**config.mk**
```make
export PLATFORM = sky130hd
export DESIGN_NAME = lhca_uart_tx
export DESIGN_NICKNAME = d
export VERILOG_FILES = /design/src/rtl/lhca_uart_tx.sv
export SDC_FILE = /design/constraint.sdc
export NUM_CORES = 1
export LEC_CHECK = 0
export ABC_AREA = 0
export BUFFER_PORTS_ARGS = -buffer_cell sky130_fd_sc_hd__buf_2
export CELL_PAD_IN_SITES_DETAIL_PLACEMENT = 1
export CELL_PAD_IN_SITES_GLOBAL_PLACEMENT = 1
export CORE_UTILIZATION = 35
export CTS_CLUSTER_DIAMETER = 120
export DETAILED_ROUTE_END_ITERATION = 10
export PLACE_DENSITY_LB_ADDON = 0.1
export REMOVE_ABC_BUFFERS = 1
export SYNTH_ARGS = -nofsm -noshare
export SYNTH_HDL_FRONTEND = slang
export SYNTH_SLANG_ARGS = --single-unit
```
**constraint.sdc**
```tcl
create_clock -name CLK -period 2.5 [get_ports CLK]
set_input_delay 0.5 -clock CLK [delete_from_list [all_inputs] [get_ports CLK]]
set_output_delay 0.5 -clock CLK [all_outputs]
set_load 0.02 [all_outputs]
```
**src/rtl/lhca_uart_tx.sv**
```systemverilog
// UART 8N1 transmitter for logging the LHCA pattern register.
// One-entry holding buffer in front of the shifter; refused bytes are counted in DROPS.
module lhca_uart_tx #(
    parameter int BAUD_DIV = 104,
    parameter int DROP_W   = 8
) (
    input  logic              CLK,
    input  logic              RESETN,
    input  logic [7:0]        I,
    input  logic              VALID,
    output logic              READY,
    output logic              TX,
    output logic              BUSY,
    output logic [DROP_W-1:0] DROPS
);

    typedef enum logic [1:0] {IDLE, START, DATA, STOP} state_t;

    localparam logic [15:0] BAUD_LAST = 16'(BAUD_DIV - 1);

    state_t            state_q, state_d;
    logic [15:0]       baud_q, baud_d;
    logic [2:0]        bit_q, bit_d;
    logic [7:0]        shift_q, shift_d;
    logic [7:0]        hold_q, hold_d;
    logic              full_q, full_d;
    logic              tx_q, tx_d;
    logic [DROP_W-1:0] drops_q, drops_d;

    logic boundary;
    assign boundary = (baud_q == BAUD_LAST);

    always_ff @(posedge CLK or negedge RESETN) begin
        if (!RESETN) begin
            state_q <= IDLE;
            baud_q  <= '0;
            bit_q   <= '0;
            shift_q <= '0;
            hold_q  <= '0;
            full_q  <= 1'b0;
            tx_q    <= 1'b1;
            drops_q <= '0;
        end else begin
            state_q <= state_d;
            baud_q  <= baud_d;
            bit_q   <= bit_d;
            shift_q <= shift_d;
            hold_q  <= hold_d;
            full_q  <= full_d;
            tx_q    <= tx_d;
            drops_q <= drops_d;
        end
    end

    always_comb begin
        state_d = state_q;
        baud_d  = baud_q;
        bit_d   = bit_q;
        shift_d = shift_q;
        hold_d  = hold_q;
        full_d  = full_q;
        tx_d    = tx_q;
        drops_d = drops_q;

        if (state_q != IDLE)
            baud_d = boundary ? 16'd0 : baud_q + 16'd1;

        case (state_q)
            IDLE: begin
                if (full_q) begin
                    shift_d = hold_q;
                    full_d  = 1'b0;
                    state_d = START;
                    tx_d    = 1'b0;
                    baud_d  = '0;
                end
            end
            START: begin
                if (boundary) begin
                    state_d = DATA;
                    bit_d   = '0;
                    tx_d    = shift_q[0];
                end
            end
            DATA: begin
                if (boundary) begin
                    if (bit_q == 3'd7) begin
                        state_d = STOP;
                        tx_d    = 1'b1;
                    end else begin
                        shift_d = shift_q >> 1;
                        tx_d    = shift_q[1];
                        bit_d   = bit_q + 3'd1;
                    end
                end
            end
            STOP: begin
                if (boundary) begin
                    // A waiting byte starts its frame with no idle gap.
                    if (full_q) begin
                        shift_d = hold_q;
                        full_d  = 1'b0;
                        state_d = START;
                        tx_d    = 1'b0;
                    end else begin
                        state_d = IDLE;
                    end
                end
            end
            default: state_d = IDLE;
        endcase

        // Acceptance uses the registered buffer state, so it never collides with a drain.
        if (VALID && !full_q) begin
            full_d = 1'b1;
            hold_d = I;
        end else if (VALID && full_q && (drops_q != '1)) begin
            drops_d = drops_q + DROP_W'(1);
        end
    end

    assign READY = !full_q;
    assign TX    = tx_q;
    assign BUSY  = (state_q != IDLE);
    assign DROPS = drops_q;

endmodule

```
==> results.ini, run 1 <==
[floorplan]
top_level_ports = 22
rows = 30
initial_core_util_pct = 37.1
die_w_microns = 88
die_height_microns = 88
dieArea_sq_mm = 0.00774
coreArea_sq_mm = 0.00698

[clock_network]
holdBufCountCts = 0
clk_pin_slew_ns = 0.10
cts_buffer_depth = 2
cts_root_buf = clkbuf_8
cts_sinks = 47
post_cts_buffers = 0
cts_made_buffers = 5
tritoncts = built
clkLatencyLatePin_ns = 0.30
cts_resized = 0
cts-htree-levels = 2

[logic_synthesis]
syn_avg_cell_area_sq_um = 10.9
synth_ff_type = dfrtp_1
yosys_warnings = 0
yosysTopAreaCell = dfrtp_1
yosys-top-cells-area = dfrtp_1 (44%), mux2_2 (8.3%), mux2_4 (4.6%)
synth-edff-count = 0
yosys.cell_types.count = 48
syn-instance-count = 237
netlist_area_sq_mm = 0.00259
yosysTopAreaCellShare_pct = 44.5
ys_async_sr_fraction_pct = 100
seq_area_frac_synth_pct = 45.5
ys_ff_latch = 47

[power]
power_density_mw_per_mm2 = 615
ir_worst_vdd_uv = 419
power.leakage_uw = 0.00128

[timing]
rsz0062_at_grt = false
slew_viol_final = 0
hold_viol = 0
fin_crit_ns = 2.11
fin_crit_sh_pct = 84.4
tns_ns = 0
fin_ws_ns = 0.390
tightest_slew_ns = 0.592
clock.fmax_mhz = 474
setup_viol = 0
fin_skew_ns = 0.00990
timing.slew.headroom_pct = 60.5

[layout]
drive_gt1_share_pct = 27.9
layout_commonest_cell = dfrtp_1
area_growth_pct = 13.0
final_cells = 358
diodes = 0
nets = 280
final_cell_mix = dfrtp_1 (46), buf_2 (21), nand2_1 (20), mux2_2 (19), nand3_1 (11)

[flow_run]
maxCapViolCount = 0

[setup_path]
cp-end-kind = flop
criticalPathCategory = reg2reg
cp.required_ns = 2.68
worstPathArrival_ns = 2.29
worst_setup_path_start_kind = flop
critPathMaxFanout = 10

[global_route]
grt_overflow = 0
grt_max_degree = 25
grt_pass1_wl_mm = 9.96
first_global_vias = 1955
grtUsageTotal_pct = 16.8
grt_antenna_before_repair = 0

[route]
firstDrtPassIters = 4
drt-vias-per-instance = 5.29
drtIter0Drc = 42
drc = 0
dr_total_vias = 1895
wl_per_cell_microns = 15.9
postRouteAntennaNets = 0
finalWirelength_mm = 5.68

[placed_design]
port_buffers = 21
hpwlAfterDp_mm = 4.04
pre_cts_ws_ns = 0.406
placedCellCount = 350
place.gp.congestion = 0.743

[min_path]
min_path_type = in2async

[outcome]
status = finished, final reports clean

synthesized netlist by cell type (2+ instances only):
library cell / n
dfrtp_1: 46
nand2_1: 20
mux2_2: 19
nand3_1: 11
a21oi_1: 10
a31oi_1: 10
inv_1: 10
nor2_1: 9
ha_1: 8
mux2_4: 8
nand4_1: 8
clkbuf_1: 7
o21ai_0: 7
and4_1: 6
nor3_1: 6
a22o_1: 5
nand2b_1: 4
buf_2: 3
xor2_1: 3
mux2i_1: 2
nor2b_1: 2
nor4_4: 2
o211ai_1: 2
o21bai_1: 2
o31ai_1: 2
or2_2: 2
xnor2_1: 2
final cells by class:
class	instances	area, sq um
flip-flops and latches	47	1180
fillers	807	4060
well taps	96	120
repair buffers	28	170
clock buffers	5	68.8
clock inverters	3	22.5
inverters	10	37.5
multi-input cells	169	1330
stage by stage:
stage	instance area, sq um	hold WS, ns	power [uW]	utilization (%)
after floorplan	2540	0.204	1210	-
after global placement	2830	0.484	1340	40.6
after detailed placement	2830	0.491	1350	40.6
after CTS	2930	0.210	1840	41.9
after global routing	2930	0.236	1920	41.9
final	2930	0.197	1800	41.9
state kept, by name, summed over array words and instances, names as in the netlist:
name,flops
state_q,2
DROPS,8
full_q,1
shift_q,8
bit_q,3
hold_q,8
TX,1
baud_q,16
worst max-delay path, cell delays in order, from the launching register on:
cell and delay (ns):
dfrtp_1 0.43, inv_1 0.11, ha_1 0.32, or3_1 0.45, a221o_1 0.36, mux2_1 0.32
routing by layer:
metal | part of all wire [%] | up-vias | track usage (%)
met1 | 51 | 947 | 22.9
met3 | 2.1 | 2 | 3.11
met2 | 46 | 18 | 27.3
li1 | - | 928 | -
met4 | 0.69 | 0 | 4.47
met5 | 0 | - | 0
cell families after synthesis:
kind of cell             synth area share [%]
AO/OA/AOI/OAI                            13.7
flip-flops                               45.5
XOR/XNOR                                 1.69
adder cells (fa/ha/maj)                  3.87
multiplexers                             14.1
buffers and inverters                    3.19
AND/OR/NAND/NOR                          17.9
where the power goes:
| part | internal, uW | total [uW] | switching (uW) |
|---|---|---|---|
| Sequential | 867 | 964 | 96.9 |
| Combinational | 182 | 361 | 179 |
| Clock | 201 | 474 | 274 |
| Total | 1250 | 1800 | 549 |
worst paths after layout:
| check | start | to | slack (ns) | depth (start not counted) |
|---|---|---|---|---|
| max | state_q[0] | state_q[1] | 0.39 | 5 |
| min | RESETN | DROPS[6] | 0.20 | 1 |
| max reg2reg | state_q[0] | state_q[1] | 0.39 | 5 |
| min reg2reg | hold_q[7] | hold_q[7] | 0.51 | 1 |
| max in group asynchronous | RESETN | baud_q[11] | 1.77 | 2 |
| min in group CLK | I[5] | hold_q[5] | 0.42 | 2 |
(Power assumes the default switching activity.)
==> inputs of run 2 (changes only) <==
==> constraint.sdc (replaced) <==
create_clock -name CLK -period 1.9 [get_ports CLK]
set_input_delay 0.38 -clock CLK [delete_from_list [all_inputs] [get_ports CLK]]
set_output_delay 0.38 -clock CLK [all_outputs]
set_load 0.02 [all_outputs]
==> results.ini, run 2 (synthesized netlist as in run 1, its figures left out) <==
[layout]
nets = 321  ; was 280
drive_gt1_share_pct = 41.6  ; was 27.9%
top_register = baud_q  ; unchanged
area_growth_pct = 29.0  ; was 13.0%
diodes = 0  ; unchanged
design_area_sq_mm = 0.00334  ; was 0.00293 sq mm
final.fill_count = 792  ; was 807
final_cells = 399  ; was 358
final_cell_mix = dfrtp_1 (45), buf_4 (45), nand2_1 (20), buf_2 (20), mux2_2 (19)  ; was dfrtp_1 (46), buf_2 (21), nand2_1 (20), mux2_2 (19), nand3_1 (11)
largest_reg_flops = 16  ; unchanged

[global_route]
grt_antenna_before_repair = 0  ; unchanged
first_global_vias = 2186  ; was 1955
grt_overflow = 0  ; unchanged
grt_max_degree = 28  ; was 25
grtUsageTotal_pct = 18.3  ; was 16.8%
grt_pass1_wl_mm = 10.9  ; was 9.96 mm

[power]
power.leakage_uw = 0.00149  ; was 0.00128 uW
power_density_mw_per_mm2 = 701  ; was 615 mW/mm^2
ir_worst_vdd_uv = 501  ; was 419 uV

[floorplan]
dieArea_sq_mm = 0.00774  ; unchanged
die_height_microns = 88  ; unchanged
initial_core_util_pct = 37.1  ; unchanged
rows = 30  ; unchanged
die_w_microns = 88  ; unchanged
coreArea_sq_mm = 0.00698  ; unchanged
top_level_ports = 22  ; unchanged

[placed_design]
placedCellCount = 383  ; was 350
place.gp.congestion = 0.751  ; was 0.743
place_area_sq_mm = 0.00309  ; was 0.00283 sq mm
port_buffers = 21  ; unchanged
hpwlAfterDp_mm = 4.72  ; was 4.04 mm
pre_cts_ws_ns = -0.0386  ; was 0.406 ns

[setup_path]
cp.required_ns = 2.08  ; was 2.68 ns
criticalPathCategory = reg2reg  ; unchanged
worstPathArrival_ns = 2.09  ; was 2.29 ns
worst_setup_path_start_kind = flop  ; unchanged
critPathMaxFanout = 3  ; was 10
cp-end-kind = flop  ; unchanged

[clock_network]
clk_pin_slew_ns = 0.09  ; was 0.10 ns
cts_root_buf = clkbuf_8  ; unchanged
clkLatencyLatePin_ns = 0.29  ; was 0.30 ns
cts_sinks = 47  ; unchanged
tritoncts = built  ; unchanged
cts_buffer_depth = 2  ; unchanged
cts-htree-levels = 2  ; unchanged
cts_made_buffers = 5  ; unchanged
holdBufCountCts = 0  ; unchanged

[route]
postRouteAntennaNets = 0  ; unchanged
drt-vias-per-instance = 5.30  ; was 5.29
finalWirelength_mm = 6.55  ; was 5.68 mm
dr_total_vias = 2115  ; was 1895
firstDrtPassIters = 4  ; unchanged
drtIter0Drc = 73  ; was 42
wl_per_cell_microns = 16.4  ; was 15.9 microns
drc = 0  ; unchanged

[timing]
fin_crit_sh_pct = 101  ; was 84.4%
fin_skew_ns = 0.00392  ; was 0.00990 ns
hold_viol = 0  ; unchanged
slew_viol_final = 0  ; unchanged
timing.slew.headroom_pct = 70.0  ; was 60.5%
fin_ws_ns = -0.0122  ; was 0.390 ns
setup_viol = 1  ; was 0
clock.fmax_mhz = 523  ; was 474 MHz
tightest_slew_ns = 0.446  ; was 0.592 ns
rsz0062_at_grt = true  ; was false
fin_crit_ns = 1.91  ; was 2.11 ns

[outcome]
status = finished with violations  ; was finished, final reports clean
violations = setup timing

[flow_run]
maxCapViolCount = 0  ; unchanged

[min_path]
min_path_type = in2async  ; unchanged

-- run 2: cell count changes in the layout (fill, tap and decap cells not counted), moves of 2 or more --
cell,change
buf_4,+39
buf_6,+2
ha_1,-5
ha_4,+4
-- run 2: cell type report --
type / instances / area [sq um] / share of cell area, %
multi-input cells: 169 / 1410 / 42.3
flip-flops and latches: 47 / 1180 / 35.3
repair buffers: 69 / 500 / 15.0
well taps: 96 / 120 / 3.60
clock buffers: 6 / 72.6 / 2.17
inverters: 10 / 42.5 / 1.27
clock inverters: 2 / 12.5 / 0.375
-- run 2: per-layer routing --
layer  GRT usage, %  wire [microns]  vias up
met5              0               0        -
met4           5.22              61        0
met3           2.36             112        6
met2           32.0            3320       20
met1           23.7            3060     1082
li1               -               -     1007
-- run 2: path summary, 6_finish.rpt --
| check | start | end | slack [ns] | cells past startpoint |
|---|---|---|---|---|
| setup reg to reg | baud_q[9] | state_q[1] | -0.01 | 5 |
| hold reg to reg | hold_q[4] | hold_q[4] | 0.51 | 1 |
| hold / removal | RESETN | bit_q[2] | 0.02 | 1 |
| max in group asynchronous | RESETN | DROPS[0] | 1.30 | 2 |
| min in group CLK | I[5] | hold_q[5] | 0.31 | 2 |
| setup / recovery | baud_q[9] | state_q[1] | -0.01 | 5 |
-- run 2: critical path: stages, from the launching register on --
cell and delay (ns):
dfrtp_1 0.44, nor4_4 0.34, nand4_4 0.18, buf_6 0.16, a221o_1 0.34, mux2_4 0.33
-- run 2: stage by stage --
| stage | power (uW) | hold WS, ns | setup TNS [ns] | utilization (%) |
|---|---|---|---|---|
| after floorplan | 1600 | 0.0844 | -2.26 | - |
| after global routing | 2470 | 0.0478 | -0.290 | 47.8 |
| after global placement | 1760 | 0.371 | -0.0737 | 44.3 |
| after detailed placement | 1780 | 0.371 | -0.158 | 44.3 |
| final | 2340 | 0.0193 | -0.0122 | 47.8 |
| after CTS | 2400 | 0.0338 | -0.0585 | 46.3 |
-- run 2: what timing repair did --
action                                  4_1_cts  5_1_grt
gates resized for setup                       8       16
setup buffers                                 2        6
pin swaps                                     4        6
endpoints found under the setup margin       12       13
-- run 2: where the power goes --
group	switching (uW)	internal [uW]
logic	244	241
clock network	339	258
registers	118	1140
==> inputs of run 3 (changes only) <==
==> constraint.sdc (replaced) <==
create_clock -name CLK -period 1.9 [get_ports CLK]
set_input_delay 0.57 -clock CLK [delete_from_list [all_inputs] [get_ports CLK]]
set_output_delay 0.57 -clock CLK [all_outputs]
set_load 0.02 [all_outputs]
==> results.ini, run 3 (synthesized netlist as in run 1, its figures left out) <==
[setup_path]
worst_setup_path_start_kind = flop  ; unchanged
cp-end-kind = flop  ; unchanged
critPathMaxFanout = 4  ; was 3
worstPathArrival_ns = 2.05  ; was 2.09 ns
cp.required_ns = 2.09  ; was 2.08 ns
criticalPathCategory = reg2reg  ; unchanged

[clock_network]
cts_buffer_depth = 2  ; unchanged
clk_pin_slew_ns = 0.09  ; about the same
clkLatencyLatePin_ns = 0.30  ; was 0.29 ns
holdBufCountCts = 0  ; unchanged
cts_sinks = 47  ; unchanged
tritoncts = built  ; unchanged
cts_root_buf = clkbuf_8  ; unchanged
cts_made_buffers = 5  ; unchanged
cts-htree-levels = 2  ; unchanged

[timing]
timing.slew.headroom_pct = 66.1  ; was 70.0%
hold_viol = 0  ; unchanged
clock.fmax_mhz = 537  ; was 523 MHz
slew_viol_final = 0  ; unchanged
setup_viol = 0  ; was 1
fin_skew_ns = 0.00639  ; was 0.00392 ns
fin_crit_sh_pct = 98.0  ; was 101%
rsz0062_at_grt = true  ; unchanged
fin_crit_ns = 1.86  ; was 1.91 ns
tns_ns = 0  ; was -0.0122 ns
tightest_slew_ns = 0.504  ; was 0.446 ns

[power]
power_uw = 2540  ; was 2340 uW
power_density_mw_per_mm2 = 778  ; was 701 mW/mm^2
ir_worst_vdd_uv = 598  ; was 501 uV
power.leakage_uw = 0.00146  ; was 0.00149 uW

[global_route]
grt_max_degree = 35  ; was 28
grt_overflow = 0  ; unchanged
grt_pass1_wl_mm = 10.4  ; was 10.9 mm
grtUsageTotal_pct = 17.6  ; was 18.3%
first_global_vias = 2108  ; was 2186
grt_antenna_before_repair = 0  ; unchanged

[route]
finalWirelength_mm = 6.07  ; was 6.55 mm
wl_per_cell_microns = 15.5  ; was 16.4 microns
drt-vias-per-instance = 5.25  ; was 5.30
dr_total_vias = 2051  ; was 2115
postRouteAntennaNets = 0  ; unchanged
firstDrtPassIters = 4  ; unchanged
drc = 0  ; unchanged
drtIter0Drc = 59  ; was 73

[layout]
design_area_sq_mm = 0.00326  ; was 0.00334 sq mm
area_growth_pct = 26.1  ; was 29.0%
diodes = 0  ; unchanged
final_cells = 391  ; was 399
nets = 313  ; was 321
largest_reg_flops = 16  ; unchanged
utilization_pct = 46.8  ; was 47.8%
drive_gt1_share_pct = 39.7  ; was 41.6%
layout_commonest_cell = dfrtp_1
final_cell_mix = dfrtp_1 (45), buf_4 (38), nand2_1 (20), buf_2 (20), mux2_2 (19)  ; was dfrtp_1 (45), buf_4 (45), nand2_1 (20), buf_2 (20), mux2_2 (19)
top_register = baud_q  ; unchanged

[floorplan]
die_w_microns = 88  ; unchanged
initial_core_util_pct = 37.1  ; unchanged
rows = 30  ; unchanged
coreArea_sq_mm = 0.00698  ; unchanged
top_level_ports = 22  ; unchanged
die_height_microns = 88  ; unchanged
dieArea_sq_mm = 0.00774  ; unchanged

[placed_design]
hpwlAfterDp_mm = 4.42  ; was 4.72 mm
port_buffers = 21  ; unchanged
place.gp.congestion = 0.767  ; was 0.751
placedCellCount = 379  ; was 383
place_area_sq_mm = 0.00306  ; was 0.00309 sq mm

[flow_run]
maxCapViolCount = 0  ; unchanged

[min_path]
min_path_type = in2async  ; unchanged

[outcome]
status = finished, final reports clean  ; was finished with violations

[run 3: changes by cell type in the layout (fill, tap and decap cells not counted), moves of 2 or more]
cell,delta
buf_4,-7
ha_4,-3
ha_2,+2
inv_2,+2
[run 3: routing by layer]
metal / track usage (%) / vias to the layer above / part of all wire, %
met2: 28.5 / 23 / 47
met5: 0 / - / 0
met4: 5.37 / 0 / 0.91
met3: 2.92 / 4 / 2.4
met1: 24.2 / 1027 / 50
li1: - / 997 / -
[run 3: cell type report]
| class | instances | area, sq um |
|---|---|---|
| fill | 798 | 3720 |
| multi-input combinational | 169 | 1370 |
| sequential | 47 | 1180 |
| timing repair buffer | 61 | 437 |
| tap | 96 | 120 |
| clock buffer | 6 | 82.6 |
| clock inverter | 2 | 38.8 |
| inverter | 10 | 37.5 |
[run 3: worst max-delay path: stages, from the launching register on]
cell and delay (ns):
dfrtp_1 0.38, buf_4 0.15, ha_2 0.20, or3_1 0.37
a221o_1 0.34, mux2_4 0.30
[run 3: final timing paths]
check | slack (ns) | from | cells past startpoint | to
worst max-delay path | 0.04 | state_q[0] | 5 | state_q[1]
worst min-delay path | 0.17 | RESETN | 1 | bit_q[2]
worst max register to register | 0.04 | state_q[0] | 5 | state_q[1]
worst min register to register | 0.51 | hold_q[4] | 1 | hold_q[4]
max in group asynchronous | 1.22 | RESETN | 2 | DROPS[1]
min in group CLK | 0.49 | I[4] | 2 | hold_q[4]
[run 3: where the power goes]
group	leakage, uW	switching (uW)	internal [uW]
combinational	0.000813	236	241
clock	0.0000618	362	433
sequential	0.000583	125	1140
[run 3: metrics by stage]
stage / worst slack, ns / hold slack, ns
floorplan: -0.261 / 0.274
global placement: 0.00609 / 0.486
detailed placement: -0.0287 / 0.493
CTS: 0.00898 / 0.180
global route: -0.0107 / 0.195
finish: 0.0374 / 0.173
[run 3: what timing repair did]
item,4_1_cts,5_1_grt
pin swaps,1,5
buffers inserted,0,4
gates resized for setup,9,7
setup endpoints to repair,10,11
